**config.mk**
```make
export PLATFORM = sky130hd
export DESIGN_NAME = gray_conv_arbiter_flat
export DESIGN_NICKNAME = d
export VERILOG_FILES = /design/src/rtl/gray_conv_arbiter_pkg.sv /design/src/rtl/gray_conv_arbiter_if.sv /design/src/rtl/gray_conv_arbiter_binary_to_gray.sv /design/src/rtl/gray_conv_arbiter.sv /design/src/flat_wrapper.sv
export SDC_FILE = /design/constraint.sdc
export NUM_CORES = 1
export LEC_CHECK = 0
export CORE_MARGIN = 2
export CORE_UTILIZATION = 35
export CTS_BUF_LIST = sky130_fd_sc_hd__clkbuf_4 sky130_fd_sc_hd__clkbuf_8
export DETAILED_ROUTE_END_ITERATION = 10
export SETUP_SLACK_MARGIN = 0.5
export SYNTH_ARGS = -nofsm -noshare
export SYNTH_HDL_FRONTEND = slang
export SYNTH_SLANG_ARGS = --single-unit
```
**constraint.sdc**
```tcl
create_clock -name clk -period 1.64 [get_ports clk]
set_clock_uncertainty 0.05 [all_clocks]
set_input_delay 0.164 -clock clk [delete_from_list [all_inputs] [get_ports clk]]
set_output_delay 0.164 -clock clk [all_outputs]
set_load 0.02 [all_outputs]
```
**src/rtl/gray_conv_arbiter_pkg.sv**
```systemverilog
// Shared definitions for the two-requester Gray conversion arbiter.
package gray_conv_arbiter_pkg;

  localparam int DEF_WIDTH = 4;
  localparam int DEF_CNT_W = 8;

  // Requester identity carried alongside each result.
  typedef enum logic {
    ID_REQ0 = 1'b0,
    ID_REQ1 = 1'b1
  } req_id_e;

  // Output stage occupancy.
  typedef enum logic {
    EMPTY = 1'b0,
    FULL  = 1'b1
  } state_e;

endpackage

```
**src/rtl/gray_conv_arbiter_if.sv**
```systemverilog
// Request/response bundle between the producers, the arbiter and the consumer.
interface gray_conv_arbiter_if #(
  parameter int WIDTH = 4,
  parameter int CNT_W = 8
);
  logic             req0_valid;
  logic [WIDTH-1:0] req0_bin;
  logic             req0_ready;
  logic             req1_valid;
  logic [WIDTH-1:0] req1_bin;
  logic             req1_ready;
  logic             out_valid;
  logic [WIDTH-1:0] out_gray;
  logic             out_id;
  logic             out_ready;
  logic [CNT_W-1:0] acc_cnt0;
  logic [CNT_W-1:0] acc_cnt1;

  // Environment side: producers plus consumer.
  modport master (
    output req0_valid, req0_bin, req1_valid, req1_bin, out_ready,
    input  req0_ready, req1_ready, out_valid, out_gray, out_id, acc_cnt0, acc_cnt1
  );

  // Arbiter side.
  modport slave (
    input  req0_valid, req0_bin, req1_valid, req1_bin, out_ready,
    output req0_ready, req1_ready, out_valid, out_gray, out_id, acc_cnt0, acc_cnt1
  );
endinterface

```
**src/rtl/gray_conv_arbiter_binary_to_gray.sv**
```systemverilog
// Purely combinational binary to reflected-Gray converter.
module binary_to_gray #(
  parameter int WIDTH = 4
) (
  input  logic [WIDTH-1:0] bin,
  output logic [WIDTH-1:0] gray
);
  // Each Gray bit is the XOR of adjacent binary bits.
  always_comb begin
    gray = bin ^ (bin >> 1);
  end
endmodule

```
**src/rtl/gray_conv_arbiter.sv**
```systemverilog
// Round-robin sharing of one binary_to_gray converter between two requesters,
// with a single registered output entry tagged by requester ID.
module gray_conv_arbiter
  import gray_conv_arbiter_pkg::*;
#(
  parameter int WIDTH = DEF_WIDTH,
  parameter int CNT_W = DEF_CNT_W
) (
  input  logic                clk,
  input  logic                rst,
  gray_conv_arbiter_if.slave  bus
);

  state_e           state_q, state_d;
  logic [WIDTH-1:0] gray_q, gray_d;
  req_id_e          id_q, id_d;
  req_id_e          last_q, last_d;
  logic [CNT_W-1:0] cnt0_q, cnt0_d;
  logic [CNT_W-1:0] cnt1_q, cnt1_d;

  logic             can_accept;
  logic             gnt_vld;
  req_id_e          gnt_id;
  logic             xfer;
  logic [WIDTH-1:0] mux_bin;
  logic [WIDTH-1:0] conv_gray;

  // Grant selection: a lone requester wins; a tie goes to whoever did not win last.
  always_comb begin
    can_accept = (state_q == EMPTY) || bus.out_ready;
    gnt_vld    = 1'b0;
    gnt_id     = ID_REQ0;
    unique case ({bus.req1_valid, bus.req0_valid})
      2'b01: begin gnt_vld = 1'b1; gnt_id = ID_REQ0; end
      2'b10: begin gnt_vld = 1'b1; gnt_id = ID_REQ1; end
      2'b11: begin
        gnt_vld = 1'b1;
        gnt_id  = (last_q == ID_REQ0) ? ID_REQ1 : ID_REQ0;
      end
      default: begin gnt_vld = 1'b0; gnt_id = ID_REQ0; end
    endcase
    xfer           = can_accept && gnt_vld && !rst;
    bus.req0_ready = xfer && (gnt_id == ID_REQ0);
    bus.req1_ready = xfer && (gnt_id == ID_REQ1);
    mux_bin        = (gnt_id == ID_REQ1) ? bus.req1_bin : bus.req0_bin;
  end

  binary_to_gray #(.WIDTH(WIDTH)) u_b2g (
    .bin  (mux_bin),
    .gray (conv_gray)
  );

  // Next-state: load on transfer (including drain+load in FULL), empty on pure drain.
  always_comb begin
    state_d = state_q;
    gray_d  = gray_q;
    id_d    = id_q;
    last_d  = last_q;
    cnt0_d  = cnt0_q;
    cnt1_d  = cnt1_q;
    unique case (state_q)
      EMPTY: if (xfer) state_d = FULL;
      FULL: begin
        if (xfer)               state_d = FULL;
        else if (bus.out_ready) state_d = EMPTY;
      end
      default: state_d = EMPTY;
    endcase
    if (xfer) begin
      gray_d = conv_gray;
      id_d   = gnt_id;
      last_d = gnt_id;
      if (gnt_id == ID_REQ0) begin
        if (cnt0_q != '1) cnt0_d = cnt0_q + CNT_W'(1);
      end else begin
        if (cnt1_q != '1) cnt1_d = cnt1_q + CNT_W'(1);
      end
    end
  end

  // State register; reset biases the first tie toward requester 0.
  always_ff @(posedge clk) begin
    if (rst) begin
      state_q <= EMPTY;
      gray_q  <= '0;
      id_q    <= ID_REQ0;
      last_q  <= ID_REQ1;
      cnt0_q  <= '0;
      cnt1_q  <= '0;
    end else begin
      state_q <= state_d;
      gray_q  <= gray_d;
      id_q    <= id_d;
      last_q  <= last_d;
      cnt0_q  <= cnt0_d;
      cnt1_q  <= cnt1_d;
    end
  end

  assign bus.out_valid = (state_q == FULL);
  assign bus.out_gray  = gray_q;
  assign bus.out_id    = id_q;
  assign bus.acc_cnt0  = cnt0_q;
  assign bus.acc_cnt1  = cnt1_q;

endmodule
```
**src/flat_wrapper.sv**
```systemverilog
// flat-port wrapper written by rule: the top's interface ports become plain ports
module gray_conv_arbiter_flat import gray_conv_arbiter_pkg::*;
#(
  parameter int WIDTH = DEF_WIDTH,
  parameter int CNT_W = DEF_CNT_W
)
  (clk, rst, bus_req0_valid, bus_req0_bin, bus_req1_valid, bus_req1_bin, bus_out_ready, bus_req0_ready, bus_req1_ready, bus_out_valid, bus_out_gray, bus_out_id, bus_acc_cnt0, bus_acc_cnt1);
  gray_conv_arbiter_if #(.WIDTH(WIDTH), .CNT_W(CNT_W)) bus_i ();
  input  logic clk;
  input  logic rst;
  input wire logic [$bits(bus_i.req0_valid)-1:0] bus_req0_valid;
  input wire logic [$bits(bus_i.req0_bin)-1:0] bus_req0_bin;
  input wire logic [$bits(bus_i.req1_valid)-1:0] bus_req1_valid;
  input wire logic [$bits(bus_i.req1_bin)-1:0] bus_req1_bin;
  input wire logic [$bits(bus_i.out_ready)-1:0] bus_out_ready;
  output wire logic [$bits(bus_i.req0_ready)-1:0] bus_req0_ready;
  output wire logic [$bits(bus_i.req1_ready)-1:0] bus_req1_ready;
  output wire logic [$bits(bus_i.out_valid)-1:0] bus_out_valid;
  output wire logic [$bits(bus_i.out_gray)-1:0] bus_out_gray;
  output wire logic [$bits(bus_i.out_id)-1:0] bus_out_id;
  output wire logic [$bits(bus_i.acc_cnt0)-1:0] bus_acc_cnt0;
  output wire logic [$bits(bus_i.acc_cnt1)-1:0] bus_acc_cnt1;
  assign bus_i.req0_valid = bus_req0_valid;
  assign bus_i.req0_bin = bus_req0_bin;
  assign bus_i.req1_valid = bus_req1_valid;
  assign bus_i.req1_bin = bus_req1_bin;
  assign bus_i.out_ready = bus_out_ready;
  assign bus_req0_ready = bus_i.req0_ready;
  assign bus_req1_ready = bus_i.req1_ready;
  assign bus_out_valid = bus_i.out_valid;
  assign bus_out_gray = bus_i.out_gray;
  assign bus_out_id = bus_i.out_id;
  assign bus_acc_cnt0 = bus_i.acc_cnt0;
  assign bus_acc_cnt1 = bus_i.acc_cnt1;
  gray_conv_arbiter #(.WIDTH(WIDTH), .CNT_W(CNT_W)) u_core (.clk(clk), .rst(rst), .bus(bus_i));
endmodule
```
Word-level counts from Yosys, hierarchy flattened. Index checks and enable logic that the tools add are counted.

Add/subtract/negate cells: 2. Multipliers: 0. Divide/modulo/power cells: 0. Magnitude comparators: 0. Equality and inequality tests: 5. Shifts and indexed selects: 0. Muxes and demuxes: 8. Bitwise gates (word level): 3. Reductions and logical operators: 9.

Operator list (number): 8-bit by 1-bit adder with 8-bit output, second input constant (2); 8-bit inequality test, second input constant (2); 3-bit AND reduction (2); 1-bit two-way mux (5); 2-bit == test, second input constant (2); 1-bit logical AND (4); 4-bit two-way mux (1); 1-bit one-hot mux with 2 select lines (2); 4-bit by 3-bit XOR with 4-bit output (1); 3-bit OR reduction (1); 2-bit by 1-bit == test with 1-bit output, second input constant (1); 1-bit NOT (2); 1-bit zero test (1); 1-bit logical OR (1).

Register bits after elaboration: 23. Latch bits: 0. RAM bits: 0. ROM bits: 0. Bits of input ports: 13. Output and inout bits: 24. Word-level logic and storage cells: 33. Memories: 0.

Longest topological paths before layout. Gate-level depths: netlist of run 1.

Word-level depth: 7. Mapped depth: 6. Gate-level depth less buffers: 5.

Modules after synthesis. A second synthesis of run 1 with hierarchy kept.

Cell total of the unflattened synthesis: 128. Area total of the unflattened synthesis: 1176.1 µm².

By module, submodules not included: gray_conv_arbiter (times used 1, cells each 124, area an instance 1142.3 µm², seq. area each 460.4 µm²); binary_to_gray (times used 1, cells each 4, area an instance 33.8 µm², seq. area each 0.0 µm²).

Least setup slack after synthesis of run 1. Ideal clock, no wire load.

Path kind: flip-flop to flip-flop. Start point: reg u_core.cnt1_q[0], in the netlist u_core.bus.acc_cnt1[0]. End point: reg u_core.cnt1_q[6], in the netlist u_core.bus.acc_cnt1[6]. Library setup time: 135 ps. Data arrival time: 1376 ps. Data required time: 1455 ps. Slack: 78 ps. Cell stages (with the launch flop): 6. Path buffers: 0. Period minus slack after synthesis: 1562 ps. Cells stage by stage: dfxtp_1 ha_1 nand3_1 nand2b_1 o311ai_0 o41ai_1.

Cells in the longest elaborated chain, start to end: 2. Elaborated cells between the ends (all ways): 3. Classes of those cells: 1 x add/sub; 1 x eq/ne; 1 x reduce/logical.

RTL lines: start, declared (line gray_conv_arbiter.sv:19) `logic [CNT_W-1:0] cnt1_q, cnt1_d;`; start signal, assigned (line gray_conv_arbiter.sv:96) `cnt1_q <= cnt1_d;`; branches (longest 2 deep; another with 8-bit by 1-bit adder with 8-bit output).

Parallel ways; which one is timed is not known. A chain may end at the register's enable or synchronous reset.

Worst setup path after layout of run 1.
Start point: reg u_core.cnt1_q[1], in the netlist u_core.bus.acc_cnt1[1]. End point: reg u_core.cnt1_q[1], in the netlist u_core.bus.acc_cnt1[1].

Same word-level chain as after synthesis.

==> results of run 1 <==
-- metal layers --
layer / vias up / part of all wire / global-route usage
li1: 626 / - / -
met4: 0 / 0.0087 / 0.0528
met1: 597 / 0.43 / 0.224
met5: - / 0 / 0
met3: 4 / 0.040 / 0.0273
met2: 32 / 0.52 / 0.333
-- timing repair --
item / CTS / global route
gates cloned: 1 / 0
buffers inserted: 5 / 7
pin swaps: 15 / 12
setup endpoints to repair: 46 / 30
resized for setup: 129 / 21
-- layout make-up --
class,instances,area (um^2),share of cell area
sequential,23,520,0.269
multi-input combinational,100,791,0.409
inverter,6,25.0,0.0129
tap,44,55.1,0.0284
clock buffer,4,30.0,0.0155
timing repair buffer,63,514,0.266
-- path summary, 6_finish.rpt --
kind	depth (start not counted)	start	slack, ps	end
worst max register to register	6	u_core.bus.acc_cnt1[1]	200	u_core.bus.acc_cnt1[1]
worst max-delay path	6	u_core.bus.acc_cnt1[1]	200	u_core.bus.acc_cnt1[1]
worst min-delay path	4	bus_req1_valid	360	u_core.bus.out_valid
worst min register to register	2	u_core.bus.out_gray[1]	410	u_core.bus.out_gray[1]
-- metrics by stage --
stage	total power, uW	area [um^2]
after floorplan	716	1250
after global placement	834	1760
after detailed placement	840	1760
after CTS	1110	1800
after global routing	1170	1940
final	1110	1940
-- tightest hold or removal path, stage by stage --
cell,delay [ps]
dlygate4sd2_1,230
buf_4,130
nor2_1,40
a21oi_1,120
-- synthesized netlist by cell type, types with 2 or more instances --
cell type	number	share of area
o21ai_0	7	0.031
o21a_1	3	0.020
nor2_1	8	0.026
nor3_1	2	0.0087
xor2_1	4	0.031
a211oi_1	2	0.013
o41ai_1	4	0.031
buf_2	2	0.0087
mux2i_1	2	0.017
xnor2_1	3	0.023
dfxtp_1	23	0.40
or3_1	5	0.027
ha_1	2	0.022
nand2_1	12	0.039
nor4_1	2	0.011
a21oi_1	12	0.052
nand4_1	5	0.027
and2_1	2	0.011
nand3_1	5	0.022
o211ai_1	3	0.020
inv_1	5	0.016
nand2b_1	2	0.011
o311ai_0	4	0.031
-- state kept, by name (all words and copies together), names as in the netlist --
name and count:
u_core.bus.acc_cnt0 8, u_core.bus.acc_cnt1 8, u_core.bus.out_gray 4, u_core.bus.out_id 1
u_core.bus.out_valid 1, u_core.last_q 1
-- cell families (layout without fill, tap and decap cells) --
| logic type | after synthesis | count (layout) | synth area share |
|---|---|---|---|
| AO/OA/AOI/OAI | 41 | 41 | 0.263 |
| buffers and inverters | 9 | 73 | 0.0317 |
| AND/OR/NAND/NOR | 47 | 48 | 0.210 |
| multiplexers | 2 | 2 | 0.0175 |
| flip-flops | 23 | 23 | 0.402 |
| XOR/XNOR | 7 | 7 | 0.0536 |
| adder cells (fa/ha/maj) | 2 | 2 | 0.0219 |
-- power by group --
part	internal [uW]	leakage (uW)	switching, uW
logic	130	0.000521	124
registers	559	0.000200	16.2
clock network	111	0.0000184	168
total	800	0.000739	308
==> results.toml, run 1 <==
[layout]
n_antenna_cell = 0
final_common_cell = "buf_4"
fin_cells = 240
area_growth_pct = 69.1
layout_common_cells = "19 x buf_4, 17 x buf_2, 15 x buf_6, 15 x dfxtp_4, 12 x a21oi_1"
utilization = 0.629
drive_above_1_share = 0.505
fin_nets = 212
n_fill_cell = 291

[clock_tree]
cts_buffers = 3
cts_root_buffer = "clkbuf_4"
clockBufferDepth = 2
cts_sinks = 23
clkLatencyLatePin_ps = 300
cts_tree = "yes"
ctsHoldBuffers = 0
htree_num_levels = 1
path_clk_slew_ps = 130

[placed_design]
place_congestion = 0.785
post-place-ws_ps = -234
dp_hpwl_um = 2260
port_buffers = 36
numPlacedInstances = 223

[power_and_ir_drop]
ir_worst_vdd_uv = 325
leakage_uw = 0.000739
power_density_nw_per_um2 = 572

[setup_path]
critPathTopFamily = "flip-flops"
critPathBufInv = 1
critPathMaxFanout = 8
cpPeakStageDelay_ps = 380
critical_path_class = "reg -> reg"
endpoint_kind = "flop"
critical_path.cell_chain = "ha_4, nand3_4, o2111ai_4, buf_6, mux2i_1, nor2_1"
arrival_ps = 1600
startpoint_type = "flop"
crit_slowest_cell = "dfxtp_4"
cp_data_required_time_ps = 1800

[floorplan]
design.core.area_um2 = 3080
die_area_um2 = 3740
rows = 20
die_w_um = 61.2
fp.dieH_um = 61.2
start_util = 0.372
boundaryPins = 37

[drt]
first_iter_violations = 41
vias = 1259
drc = 0
drt_wl_total_um = 3230
drt_first_pass_iters = 4
viasPerCell = 5.25
wire_per_inst_um = 13.5
antenna_left = 0

[timing]
slew_viol_final = 0
worstMarginPinSlew_ps = 304
period_share = 0.879
hold_slack_ps = 361
fin_setup_tns_ps = 0
relSlewSlack = 0.795
rsz0062_at_grt = "true"
setup_slack_ps = 199
fmax_ghz = 0.694
period_needed_ps = 1440
hold_viol = 0
setup-violations-final = 0

[logic_synthesis]
synth_cell_type_count = 35
synth_seq_cells = 23
avgSynthCellArea_um2 = 8.74
ys_seq_area_frac = 0.402
async_flop_share = 0
syn-cell-area_um2 = 1140
yosysWarnings = 0
synth-edff-count = 0
synth_flop_cell = "dfxtp_1"
synth_nets = 146
synth_cells = 131

[global_route]
grt_pass1_vias = 1214
grt_pass1_wl_um = 5230
overflow = 0
track_usage = 0.184
grt_max_degree = 17
grt_antenna_before_repair = 0

[status]
status = "complete, no violations"

[flow_run]
maxCapViolCount = 0

[hold_path]
min_path_type = "in -> reg"
(Power assumes the default switching activity.)
==> inputs of run 2 (changes only) <==
--- a/config.mk
+++ b/config.mk
@@ -5,10 +5,12 @@
 export SDC_FILE = /design/constraint.sdc
 export NUM_CORES = 1
 export LEC_CHECK = 0
+export CAP_MARGIN = 20
 export CORE_MARGIN = 2
-export CORE_UTILIZATION = 35
+export CORE_UTILIZATION = 47
 export CTS_BUF_LIST = sky130_fd_sc_hd__clkbuf_4 sky130_fd_sc_hd__clkbuf_8
 export DETAILED_ROUTE_END_ITERATION = 10
+export PLACE_DENSITY = 0.81
 export SETUP_SLACK_MARGIN = 0.5
 export SYNTH_ARGS = -nofsm -noshare
 export SYNTH_HDL_FRONTEND = slang
==> run 2 against run 1 <==
Against the previous run:
- worst setup slack worse by 46 ps
- combinational power is 2% lower
- power is 0.74% lower
- final area is 0.65% lower
- sequential power is 0.7% higher
- die area is 24% lower
- register-to-register slack worse by 50 ps
- global-route usage is 9.2 points higher
- non-clock buffer count stayed put
- clock-buffer cell count is 1 lower
==> results.toml, run 2 (synthesized netlist as in run 1, its figures left out) <==
[floorplan]
rows = 17
start_util = 0.508
die_area_um2 = 2850
design.core.area_um2 = 2250
boundaryPins = 37
die_w_um = 53.4
fp.dieH_um = 53.4

[drt]
wire_per_inst_um = 18.0
antenna_left = 0
vias = 1385
drt_wl_total_um = 4040
drt_first_pass_iters = 4
drc = 0
viasPerCell = 6.16
first_iter_violations = 83

[placed_design]
place_congestion = 0.843
placed_area_um2 = 1730
dp_hpwl_um = 2440
port_buffers = 36

[hold_path]
hold_depth = 4
hp-start = "bus_req1_valid"
min_path_type = "in -> reg"
min_to = "u_core.bus.out_valid"

[global_route]
overflow = 0
grt_pass1_wl_um = 5700
top_usage_layer = "met2"
gr-usage-met3 = 0.0367
grt_pass1_vias = 1257
track_usage = 0.276
use_met2 = 0.512
grt_use_met1 = 0.318
grt_antenna_before_repair = 0
grt_max_degree = 17

[layout]
drive_above_1_share = 0.508
area_growth_pct = 68.0
n_antenna_cell = 0
finish.instance_area_um2 = 1920
n_fill_cell = 126
layout_common_cells = "19 x buf_2, 19 x buf_4, 13 x buf_6, 13 x dfxtp_4, 12 x nand2_1"
seqCellArea_um2 = 515
fin_nets = 213
multi_input_area_um2 = 818
utilization = 0.853

[timing]
fmax_ghz = 0.672
period_needed_ps = 1490
relSlewSlack = 0.764
worstMarginPinSlew_ps = 353
period_share = 0.907
hold_viol = 0
slew_viol_final = 0
fin_setup_tns_ps = 0
setup-violations-final = 0
rsz0062_at_grt = "true"

[setup_path]
arrival_ps = 1690
timing.rr.end = "u_core.bus.acc_cnt1[3]"
cp_data_required_time_ps = 1840
r2r_slack_ps = 150
endpoint_kind = "flop"
critPathMaxFanout = 5
reg2reg_depth = 5
startpoint_type = "flop"
worstReg2RegStart = "u_core.bus.acc_cnt1[1]"
critical_path_class = "reg -> reg"

[clock_tree]
path_clk_slew_ps = 140
cts_tree = "yes"
htree_num_levels = 1
cts_root_buffer = "clkbuf_4"
cts_sinks = 23
cts_buffers = 3
clkLatencyLatePin_ps = 310
clockBufferDepth = 2

[flow_run]
maxCapViolCount = 0

[power_and_ir_drop]
power_density_nw_per_um2 = 572
leakage_uw = 0.000735
ir_worst_vdd_uv = 529

[status]
status = "complete, no violations"
run 2: cell count changes in the layout (fill, tap and decap cells not counted), moves of 3 or more:
cell / change
a21oi_1: -4
a21oi_2: +4
nand2_1: +3
nand2_2: -3
run 2: timing repair:
item,CTS,global route
gates cloned,2,0
setup buffers,8,5
hold buffers,0,0
setup endpoints to repair,45,28
gates resized for setup,120,24
pin swaps,9,8
run 2: final cells by class:
cell class	instances	share of cell area
multi-input cells	101	0.426
flip-flops and latches	23	0.268
repair buffers	63	0.261
well taps	28	0.0182
inverters	6	0.0130
clock buffers	3	0.0117
clock inverters	1	0.00260
run 2: power by group:
part	leakage [uW]	total [uW]	internal (uW)	switching, uW
combinational	0.000518	250	122	128
sequential	0.000199	579	562	17.2
clock	0.0000177	271	91.1	180
run 2: how the worst max path moves through the flow:
stage,startpoint,to,slack [ps],cells after the start
2_1_floorplan,u_core.bus.acc_cnt1[0],u_core.bus.acc_cnt1[3],270,5
3_3_place_gp,bus_req1_valid,bus_req1_ready,-200,5
3_5_place_dp,bus_req1_valid,bus_req1_ready,-240,5
4_1_cts,u_core.last_q,u_core.bus.acc_cnt0[0],200,5
5_1_grt,u_core.bus.acc_cnt1[0],u_core.bus.acc_cnt1[3],110,6
6_report,u_core.bus.acc_cnt1[1],u_core.bus.acc_cnt1[3],150,5
run 2: per-layer routing:
layer  share of wire  vias to the layer above
li1                -                      632
met1            0.38                      663
met2            0.52                       74
met3           0.071                       16
met4           0.030                        0
met5               0                        -
run 2: critical path, cell delays in order (launching register included):
cell and delay, ps:
dfxtp_4 390, ha_4 170, nand3_4 130, o2111ai_4 160, or3_1 390, a21oi_2 130
run 2: through the flow:
stage	power (uW)	hold WS [ps]	worst slack (ps)	std cells
2_1_floorplan	716	279	271	131
3_3_place_gp	828	398	-201	206
5_1_grt	1150	411	109	225
6_report	1100	370	153	225
3_5_place_dp	838	404	-235	206
4_1_cts	1100	372	198	220
==> inputs of run 3 (changes only) <==
--- a/config.mk
+++ b/config.mk
@@ -11,6 +11,7 @@
 export CTS_BUF_LIST = sky130_fd_sc_hd__clkbuf_4 sky130_fd_sc_hd__clkbuf_8
 export DETAILED_ROUTE_END_ITERATION = 10
 export PLACE_DENSITY = 0.81
+export RECOVER_POWER = 100
 export SETUP_SLACK_MARGIN = 0.5
 export SYNTH_ARGS = -nofsm -noshare
 export SYNTH_HDL_FRONTEND = slang
==> run 3 against run 2 <==
Against the previous run:
- worst hold slack better by 5.2 ps
- power is 0.31% lower
- sequential cell count stayed put
- sequential power is 1% higher
- register-to-register slack worse by 20 ps
- utilization is 1.9 points lower
- non-clock buffer count stayed put
- largest cell class unchanged
==> results.toml, run 3 (synthesized netlist as in run 1, its figures left out) <==
[power_and_ir_drop]
ir_worst_vdd_uv = 524
leakage_uw = 0.000670
power_density_nw_per_um2 = 583

[clock_tree]
cts_sinks = 23
cts_buffers = 3
path_clk_slew_ps = 130
cts_tree = "yes"
htree_num_levels = 1
cts_root_buffer = "clkbuf_4"
ctsHoldBuffers = 0
clockBufferDepth = 2
clkLatencyLatePin_ps = 310

[setup_path]
cp_data_required_time_ps = 1830
arrival_ps = 1700
setup.worst_path.start = "u_core.bus.acc_cnt1[6]"
timing.rr.end = "u_core.bus.acc_cnt1[3]"
critical_path_class = "reg -> reg"
r2r_slack_ps = 130
critPathMaxFanout = 4
timing.critical_path.to = "u_core.bus.acc_cnt1[3]"
endpoint_kind = "flop"
startpoint_type = "flop"
reg2reg_depth = 6
worstReg2RegStart = "u_core.bus.acc_cnt1[6]"

[timing]
setup-violations-final = 0
relSlewSlack = 0.399
worstMarginPinSlew_ps = 901
period_share = 0.920
fin_setup_tns_ps = 0
slew_viol_final = 0
fmax_ghz = 0.662
period_needed_ps = 1510
setup_slack_ps = 130
rsz0062_at_grt = "true"
hold_viol = 0

[floorplan]
design.core.area_um2 = 2250
die_w_um = 53.4
start_util = 0.508
boundaryPins = 37
die_area_um2 = 2850
rows = 17
fp.dieH_um = 53.4

[layout]
final_common_cell = "buf_4"
drive_above_1_share = 0.391
finish.instance_area_um2 = 1880
fin_nets = 213
area_growth_pct = 64.2
fin_cells = 225
layout_common_cells = "18 x buf_4, 15 x clkbuf_1, 13 x buf_6, 13 x dfxtp_1, 12 x nand2_1"
utilization = 0.834
n_antenna_cell = 0

[drt]
drt_wl_total_um = 4020
viasPerCell = 6.13
drc = 0
antenna_left = 0
drt_first_pass_iters = 4
vias = 1379
first_iter_violations = 69
wire_per_inst_um = 17.9

[placed_design]
place_congestion = 0.843
placed_area_um2 = 1730
numPlacedInstances = 206
port_buffers = 36
post-place-ws_ps = -235
dp_hpwl_um = 2440

[global_route]
overflow = 0
track_usage = 0.276
grt_antenna_before_repair = 0
grt_pass1_vias = 1257
grt_pass1_wl_um = 5700
grt_max_degree = 17

[flow_run]
maxCapViolCount = 0

[status]
status = "complete, no violations"

[hold_path]
min_path_type = "in -> reg"
==> run 3: changes by cell type in the layout (fill, tap and decap cells not counted), sizes merged <==
| cell | before | now |
|---|---|---|
| buf | 51 | 36 |
| clkbuf | 3 | 18 |
==> run 3: layer usage <==
layer	global-route usage	share of wire	vias up
met5	0	0	-
met4	0.0897	0.020	0
met3	0.0367	0.073	14
met2	0.512	0.53	78
met1	0.318	0.38	657
li1	-	-	630
==> run 3: how the worst min path moves through the flow <==
stage | cells after the start | to | start
floorplan | 2 | u_core.bus.out_valid | bus_req0_valid
global placement | 2 | u_core.bus.out_gray[0] | u_core.bus.out_gray[0]
detailed placement | 2 | u_core.bus.out_gray[2] | u_core.bus.out_gray[2]
CTS | 4 | u_core.bus.out_valid | bus_req1_valid
global route | 4 | u_core.bus.out_valid | bus_req1_valid
finish | 4 | u_core.bus.out_valid | bus_req1_valid
==> run 3: metrics by stage <==
stage,power (uW),hold slack [ps]
2_1_floorplan,716,279
3_3_place_gp,828,398
3_5_place_dp,838,404
4_1_cts,1100,372
5_1_grt,1150,412
6_report,1100,375
==> run 3: timing repair <==
item	4_1_cts	5_1_grt
cloned	2	0
gates resized for setup	120	24
setup buffers	8	5
setup endpoints to repair	45	28
pin swaps	9	8
==> run 3: layout make-up <==
cell class	count	area [um^2]
timing repair buffer	63	480
fill	147	375
clock inverter	1	5.00
sequential	23	493
clock buffer	3	22.5
multi-input combinational	101	818
inverter	6	25.0
tap	28	35.0
==> run 3: report_power, final <==
group	internal, uW	total (uW)	switching, uW	leakage (uW)
combinational	116	244	128	0.000458
clock	91.0	266	175	0.0000177
sequential	569	587	17.7	0.000194
==> run 3: critical path, cell delays in order (launching register included) <==
cell	delay, ps
dfxtp_1	400
nand4_1	160
buf_4	180
o2111ai_4	220
buf_6	140
o21ai_0	120
a21oi_2	170
